[config.mk]
export PLATFORM = sky130hd
export DESIGN_NAME = controle_multiciclo
export DESIGN_NICKNAME = d
export VERILOG_FILES = /design/src/rtl/controle_multiciclo.sv
export SDC_FILE = /design/constraint.sdc
export NUM_CORES = 1
export LEC_CHECK = 0
export CORE_ASPECT_RATIO = 0.9
export CORE_MARGIN = 2
export CORE_UTILIZATION = 32
export DETAILED_ROUTE_END_ITERATION = 16
export PLACE_DENSITY = 0.94
export RECOVER_POWER = 50
export SLEW_MARGIN = 30
export SYNTH_ARGS = -nofsm -noshare
export SYNTH_HDL_FRONTEND = slang
export SYNTH_SLANG_ARGS = --single-unit
[constraint.sdc]
create_clock -name clk -period 6.1 [get_ports clk]
set_clock_uncertainty 0.15 [all_clocks]
set_input_delay 1.83 -clock clk [delete_from_list [all_inputs] [get_ports clk]]
set_output_delay 1.83 -clock clk [all_outputs]
set_load 0.05 [all_outputs]
[src/rtl/controle_multiciclo.sv]
// Multicycle Moore control unit for the RV64 "principal" datapath.
// Decodes IR contents and sequences PC, IR, register bank, ALU, ALUOut, MDR and memory.
module controle_multiciclo (
  input  logic        clk,
  input  logic        rst,
  input  logic [31:0] instr,
  input  logic        zero,
  output logic        pc_write,
  output logic        pc_src,
  output logic        ir_write,
  output logic        mem_read,
  output logic        iord,
  output logic        mem_write,
  output logic        mdr_write,
  output logic        alu_out_write,
  output logic        reg_write,
  output logic [1:0]  mem_to_reg,
  output logic [1:0]  mux_a_sel,
  output logic [1:0]  mux_b_sel,
  output logic [2:0]  alu_op,
  output logic [4:0]  state_out,
  output logic        halted
);

  typedef enum logic [4:0] {
    S_RESET      = 5'd0,
    S_FETCH      = 5'd1,
    S_FETCH_WAIT = 5'd2,
    S_DECODE     = 5'd3,
    S_R_EXEC     = 5'd4,
    S_R_WB       = 5'd5,
    S_I_EXEC     = 5'd6,
    S_I_WB       = 5'd7,
    S_MEM_ADDR   = 5'd8,
    S_LD_READ    = 5'd9,
    S_LD_WAIT    = 5'd10,
    S_LD_WB      = 5'd11,
    S_SD_WRITE   = 5'd12,
    S_BRANCH     = 5'd13,
    S_LUI_WB     = 5'd14,
    S_HALT       = 5'd15
  } state_t;

  localparam logic [6:0] OP_R      = 7'b0110011;
  localparam logic [6:0] OP_I      = 7'b0010011;
  localparam logic [6:0] OP_LOAD   = 7'b0000011;
  localparam logic [6:0] OP_STORE  = 7'b0100011;
  localparam logic [6:0] OP_BRANCH = 7'b1100011;
  localparam logic [6:0] OP_LUI    = 7'b0110111;

  localparam logic [2:0] ALU_ADD  = 3'b000;
  localparam logic [2:0] ALU_SUB  = 3'b001;
  localparam logic [2:0] ALU_AND  = 3'b010;
  localparam logic [2:0] ALU_OR   = 3'b011;

  state_t state, state_next;

  logic [6:0] opcode;
  logic [2:0] funct3;
  logic [6:0] funct7;
  logic       is_r_add, is_r_sub, is_r_and, is_r_or, is_r_type;
  logic       is_addi, is_ld, is_sd, is_beq, is_bne, is_lui;
  logic       unused_operand_bits;

  assign opcode = instr[6:0];
  assign funct3 = instr[14:12];
  assign funct7 = instr[31:25];

  // Register and immediate fields are consumed by the datapath, not here.
  assign unused_operand_bits = ^instr[24:15] ^ ^instr[11:7];

  assign is_r_add  = (opcode == OP_R) && (funct3 == 3'b000) && (funct7 == 7'b0000000);
  assign is_r_sub  = (opcode == OP_R) && (funct3 == 3'b000) && (funct7 == 7'b0100000);
  assign is_r_and  = (opcode == OP_R) && (funct3 == 3'b111) && (funct7 == 7'b0000000);
  assign is_r_or   = (opcode == OP_R) && (funct3 == 3'b110) && (funct7 == 7'b0000000);
  assign is_r_type = is_r_add | is_r_sub | is_r_and | is_r_or;
  assign is_addi   = (opcode == OP_I)      && (funct3 == 3'b000);
  assign is_ld     = (opcode == OP_LOAD)   && (funct3 == 3'b011);
  assign is_sd     = (opcode == OP_STORE)  && (funct3 == 3'b011);
  assign is_beq    = (opcode == OP_BRANCH) && (funct3 == 3'b000);
  assign is_bne    = (opcode == OP_BRANCH) && (funct3 == 3'b001);
  assign is_lui    = (opcode == OP_LUI);

  // Asynchronous reset so every enable drops the moment rst rises.
  always_ff @(posedge clk or posedge rst) begin
    if (rst) state <= S_RESET;
    else     state <= state_next;
  end

  assign state_out = state;

  always_comb begin
    state_next    = state;
    pc_write      = 1'b0;
    pc_src        = 1'b0;
    ir_write      = 1'b0;
    mem_read      = 1'b0;
    iord          = 1'b0;
    mem_write     = 1'b0;
    mdr_write     = 1'b0;
    alu_out_write = 1'b0;
    reg_write     = 1'b0;
    mem_to_reg    = 2'b00;
    mux_a_sel     = 2'b00;
    mux_b_sel     = 2'b00;
    alu_op        = ALU_ADD;
    halted        = 1'b0;

    case (state)
      S_RESET: state_next = S_FETCH;

      S_FETCH: begin
        mem_read   = 1'b1;
        state_next = S_FETCH_WAIT;
      end

      S_FETCH_WAIT: begin
        mem_read   = 1'b1;
        ir_write   = 1'b1;
        pc_write   = 1'b1;
        mux_a_sel  = 2'b00;
        mux_b_sel  = 2'b01;
        alu_op     = ALU_ADD;
        state_next = S_DECODE;
      end

      // Precompute the branch target from the latched PC while decoding.
      S_DECODE: begin
        mux_a_sel     = 2'b10;
        mux_b_sel     = 2'b10;
        alu_op        = ALU_ADD;
        alu_out_write = 1'b1;
        if (is_r_type)            state_next = S_R_EXEC;
        else if (is_addi)         state_next = S_I_EXEC;
        else if (is_ld || is_sd)  state_next = S_MEM_ADDR;
        else if (is_beq || is_bne) state_next = S_BRANCH;
        else if (is_lui)          state_next = S_LUI_WB;
        else                      state_next = S_HALT;
      end

      S_R_EXEC: begin
        mux_a_sel     = 2'b01;
        mux_b_sel     = 2'b00;
        alu_out_write = 1'b1;
        if (is_r_and)      alu_op = ALU_AND;
        else if (is_r_or)  alu_op = ALU_OR;
        else if (is_r_sub) alu_op = ALU_SUB;
        else               alu_op = ALU_ADD;
        state_next = S_R_WB;
      end

      S_R_WB, S_I_WB: begin
        reg_write  = 1'b1;
        mem_to_reg = 2'b00;
        state_next = S_FETCH;
      end

      S_I_EXEC: begin
        mux_a_sel     = 2'b01;
        mux_b_sel     = 2'b10;
        alu_op        = ALU_ADD;
        alu_out_write = 1'b1;
        state_next    = S_I_WB;
      end

      S_MEM_ADDR: begin
        mux_a_sel     = 2'b01;
        mux_b_sel     = 2'b10;
        alu_op        = ALU_ADD;
        alu_out_write = 1'b1;
        state_next    = is_ld ? S_LD_READ : S_SD_WRITE;
      end

      S_LD_READ: begin
        mem_read   = 1'b1;
        iord       = 1'b1;
        state_next = S_LD_WAIT;
      end

      S_LD_WAIT: begin
        mem_read   = 1'b1;
        iord       = 1'b1;
        mdr_write  = 1'b1;
        state_next = S_LD_WB;
      end

      S_LD_WB: begin
        reg_write  = 1'b1;
        mem_to_reg = 2'b01;
        state_next = S_FETCH;
      end

      S_SD_WRITE: begin
        mem_write  = 1'b1;
        iord       = 1'b1;
        state_next = S_FETCH;
      end

      // Not-taken branches leave the PC+4 written during FETCH_WAIT.
      S_BRANCH: begin
        mux_a_sel  = 2'b01;
        mux_b_sel  = 2'b00;
        alu_op     = ALU_SUB;
        pc_src     = 1'b1;
        pc_write   = (is_beq & zero) | (is_bne & ~zero);
        state_next = S_FETCH;
      end

      S_LUI_WB: begin
        reg_write  = 1'b1;
        mem_to_reg = 2'b10;
        state_next = S_FETCH;
      end

      S_HALT: begin
        halted     = 1'b1;
        state_next = S_HALT;
      end

      default: state_next = S_RESET;
    endcase
  end

endmodule
==> results of run 1 <==
worst max path at each step:
| stage | to | startpoint |
|---|---|---|
| global route | alu_op[0] | instr[2] |
| finish | alu_op[0] | instr[2] |
| global placement | alu_op[0] | instr[2] |
| detailed placement | alu_op[0] | instr[2] |
| floorplan | alu_op[1] | instr[2] |
| CTS | alu_op[0] | instr[2] |
Yosys cell counts:
library cell / instances / share of area, %
a21boi_0: 1 / 1.2
a21oi_1: 7 / 5.5
a32o_1: 1 / 1.6
and2b_1: 1 / 1.2
and3b_1: 1 / 1.4
and4b_2: 1 / 1.8
and4bb_2: 2 / 4.0
buf_2: 3 / 2.4
buf_4: 2 / 2.4
clkbuf_1: 1 / 0.59
conb_1: 1 / 0.59
dfrtp_1: 4 / 16
inv_1: 5 / 3.0
nand2_1: 9 / 5.3
nand2b_1: 6 / 5.9
nand3_1: 4 / 3.2
nand3b_2: 1 / 1.8
nand4_1: 1 / 0.99
nor2_1: 10 / 5.9
nor2_2: 1 / 0.99
nor3_1: 5 / 4.0
nor3_2: 1 / 1.6
nor4_1: 1 / 0.99
nor4bb_1: 1 / 1.6
o2111ai_1: 2 / 2.8
o211a_1: 1 / 1.6
o211ai_1: 1 / 1.2
o21ai_0: 4 / 3.2
o21bai_1: 2 / 2.4
o22ai_1: 2 / 2.0
o31a_1: 1 / 1.4
o31ai_1: 1 / 1.2
o31ai_4: 1 / 3.4
o32ai_1: 1 / 1.4
or3_4: 1 / 1.8
xnor2_1: 1 / 1.4
xor2_1: 2 / 2.8
kinds of logic (layout without fill, tap and decap cells):
family	after synthesis	count (layout)	synth area share [%]
and+or+nand+nor	46	46	42.38
AOI/OAI and AO/OA	25	25	28.71
buffers and inverters	11	49	8.315
DFF	4	4	15.84
xor gates and xnor gates	3	3	4.159
other	1	2	0.5935
per-stage QoR:
step / hold slack [ns] / setup slack, ns
detailed placement: 0.6197 / 0.5391
global placement: 0.5885 / 0.5943
floorplan: 0.7546 / 0.8588
CTS: 0.6256 / 0.5465
global route: 0.6823 / 0.4795
finish: 0.6450 / 0.5491
layer usage:
| layer | vias to the layer above | track usage (%) |
|---|---|---|
| li1 | 404 | - |
| met1 | 406 | 25.59 |
| met2 | 31 | 35.26 |
| met3 | 2 | 3.247 |
| met4 | 0 | 6.486 |
| met5 | - | 0 |
cell type report:
type | count | area share [%]
multi-input combinational | 76 | 44.57
timing repair buffer | 41 | 39.49
clock buffer | 3 | 2.079
sequential | 4 | 9.238
tap | 25 | 2.887
inverter | 5 | 1.732
power groups by stage:
stage	Clock, mW	Sequential (mW)	Combinational (mW)
finish	0.0331	0.0267	0.0237
detailed placement	0	0.0270	0.0237
CTS	0.0338	0.0267	0.0238
global route	0.0357	0.0266	0.0255
global placement	0	0.0270	0.0228
floorplan	0	0.0270	0.00893
worst register-to-register path, cell delays in order, from the launching register on:
cell	delay [ns]
dfrtp_1	0.53
nor2_1	0.26
nand3_1	0.16
inv_1	0.12
o31ai_1	0.07
o21ai_0	0.19
==> flow_summary.ini, run 1 <==
[clocking]
clkTransAtPathRegs_ns = 0.04
clk_path_buf_depth = 2
htreeDepth = 1
ctsResizeCount = 0
cts.root.buffer_cell = clkbuf_4
cts_hold_buf = 0
cts-buffers-inserted = 3
post_cts_buffers = 0
insertion_delay_ns = 0.24
cts_sinks = 4
cts_tree = built

[route]
wl_met1_um = 862
detail-route-antenna-nets = 0
viasPerCell = 5.474
wl_per_cell_um = 13.49
top_layer = met4
first_pass_iters = 4
routed_wl_mm = 2.078
wl_met3_um = 81
drtIter0Drc = 33
met2_length_mm = 1.127
vias = 843
drc = 0

[power_and_ir_drop]
p_clk_share_pct = 39.7
vdd_drop_max_mv = 0.07459
p_leak_nw = 0.4050
p_total_uw = 83.49
power_frac_seq_pct = 32.0
p_per_area_mw_per_mm2 = 77.06
p_comb_share_pct = 28.4
switchingPower_uw = 21.55
p_sw_share_pct = 25.81
power.internal_uw = 61.94

[critical_path]
path_depth = 6
crit_family = simple AND/OR/NAND/NOR gates
worstPathCellList = clkdlybuf4s50_1 > and4bb_2 > nand3b_2 > or3_4 > o31ai_4 > buf_12
cp-end-kind = primary output
crit_arrival_ns = 3.57
cp_max_fo = 4
reg2reg_slack_ns = 4.53
start_kind = primary input
reg2reg_from = state_out[2]$_DFF_PP0_
rr_endpoint = state_out[0]$_DFF_PP0_
reg2reg_depth = 5
critPathRequiredTime_ns = 4.12
crit_buf_inv = 2
slowest_stage = clkdlybuf4s50_1
crit_type = in2out
critPathMaxStageDelay_ns = 0.44

[logic_synthesis]
ys_warn_count = 0
synth_cells = 90
syn-mean-instance-area_um2 = 7.021
syn_area_um2 = 631.9
yosysUniqueCellTypes = 37
ys_seq_area_share_pct = 15.84
ys_seq_elements = 4

[placement]
hpwlAfterDp_mm = 1.634
port_buffers = 41
dp.cells = 151
gp_congestion = 0.7914
postPlaceCellArea_mm2 = 0.001061

[floorplanning]
die_y_um = 46.16
pin_count = 59
row_count = 15
die_x_um = 50.84
core_mm2 = 0.001896
die_area_mm2 = 0.002347
start_util_pct = 33.33

[sta]
rsz0062_at_grt = no
post-route-period-util_pct = 91.00
fin_crit_ns = 5.551
final_max_slew_viol_count = 0
setup_tns_ns = 0
finalSetupViolCount = 0
max_clock_freq_mhz = 180.2
worstMarginPinSlew_ns = 0.5256
finalHoldViolations = 0
slew_headroom_pct = 64.84

[final_layout]
final_util_pct = 57.16
regArea_um2 = 100.1
multiInputGateArea_um2 = 483.0
layout.cells.non_filler = 154
drive_above_1_share_pct = 10.08
syn_to_final_growth_pct = 71.49
final_nets = 166
antenna_cells = 0
final_area_mm2 = 0.001084
mostFrequentLayoutCell = clkdlybuf4s50_1
largest_reg_flops = 4
mostFrequentLayoutCells = clkdlybuf4s50_1 (29), nor2_1 (10), nand2_1 (9), dlygate4sd3_1 (9), a21oi_1 (7)
fillers = 168

[global_routing]
gr-total-overflow = 0
track_usage_pct = 20.11
grt_max_degree = 18
grt_first_pass_wirelength_mm = 3.588
grt_pass1_vias = 809
antenna_found_initial = 0

[hold_path]
hold_path_end = state_out[3]$_DFF_PP0_
hold_depth = 2
hp-start = state_out[3]$_DFF_PP0_
hp-class = reg2reg

[status]
status = complete, no violations

[job]
max_cap_viol_count = 0
No activity file was read; power rests on OpenSTA's default activity.
==> run 2, diff against run 1 <==
--- a/config.mk
+++ b/config.mk
@@ -8,6 +8,7 @@
 export CORE_ASPECT_RATIO = 0.9
 export CORE_MARGIN = 2
 export CORE_UTILIZATION = 32
+export CTS_CLUSTER_SIZE = 10
 export DETAILED_ROUTE_END_ITERATION = 16
 export PLACE_DENSITY = 0.94
 export RECOVER_POWER = 50
==> results of run 2 <==
No change in the layout: final DEF, timing and power equal those of run 1.
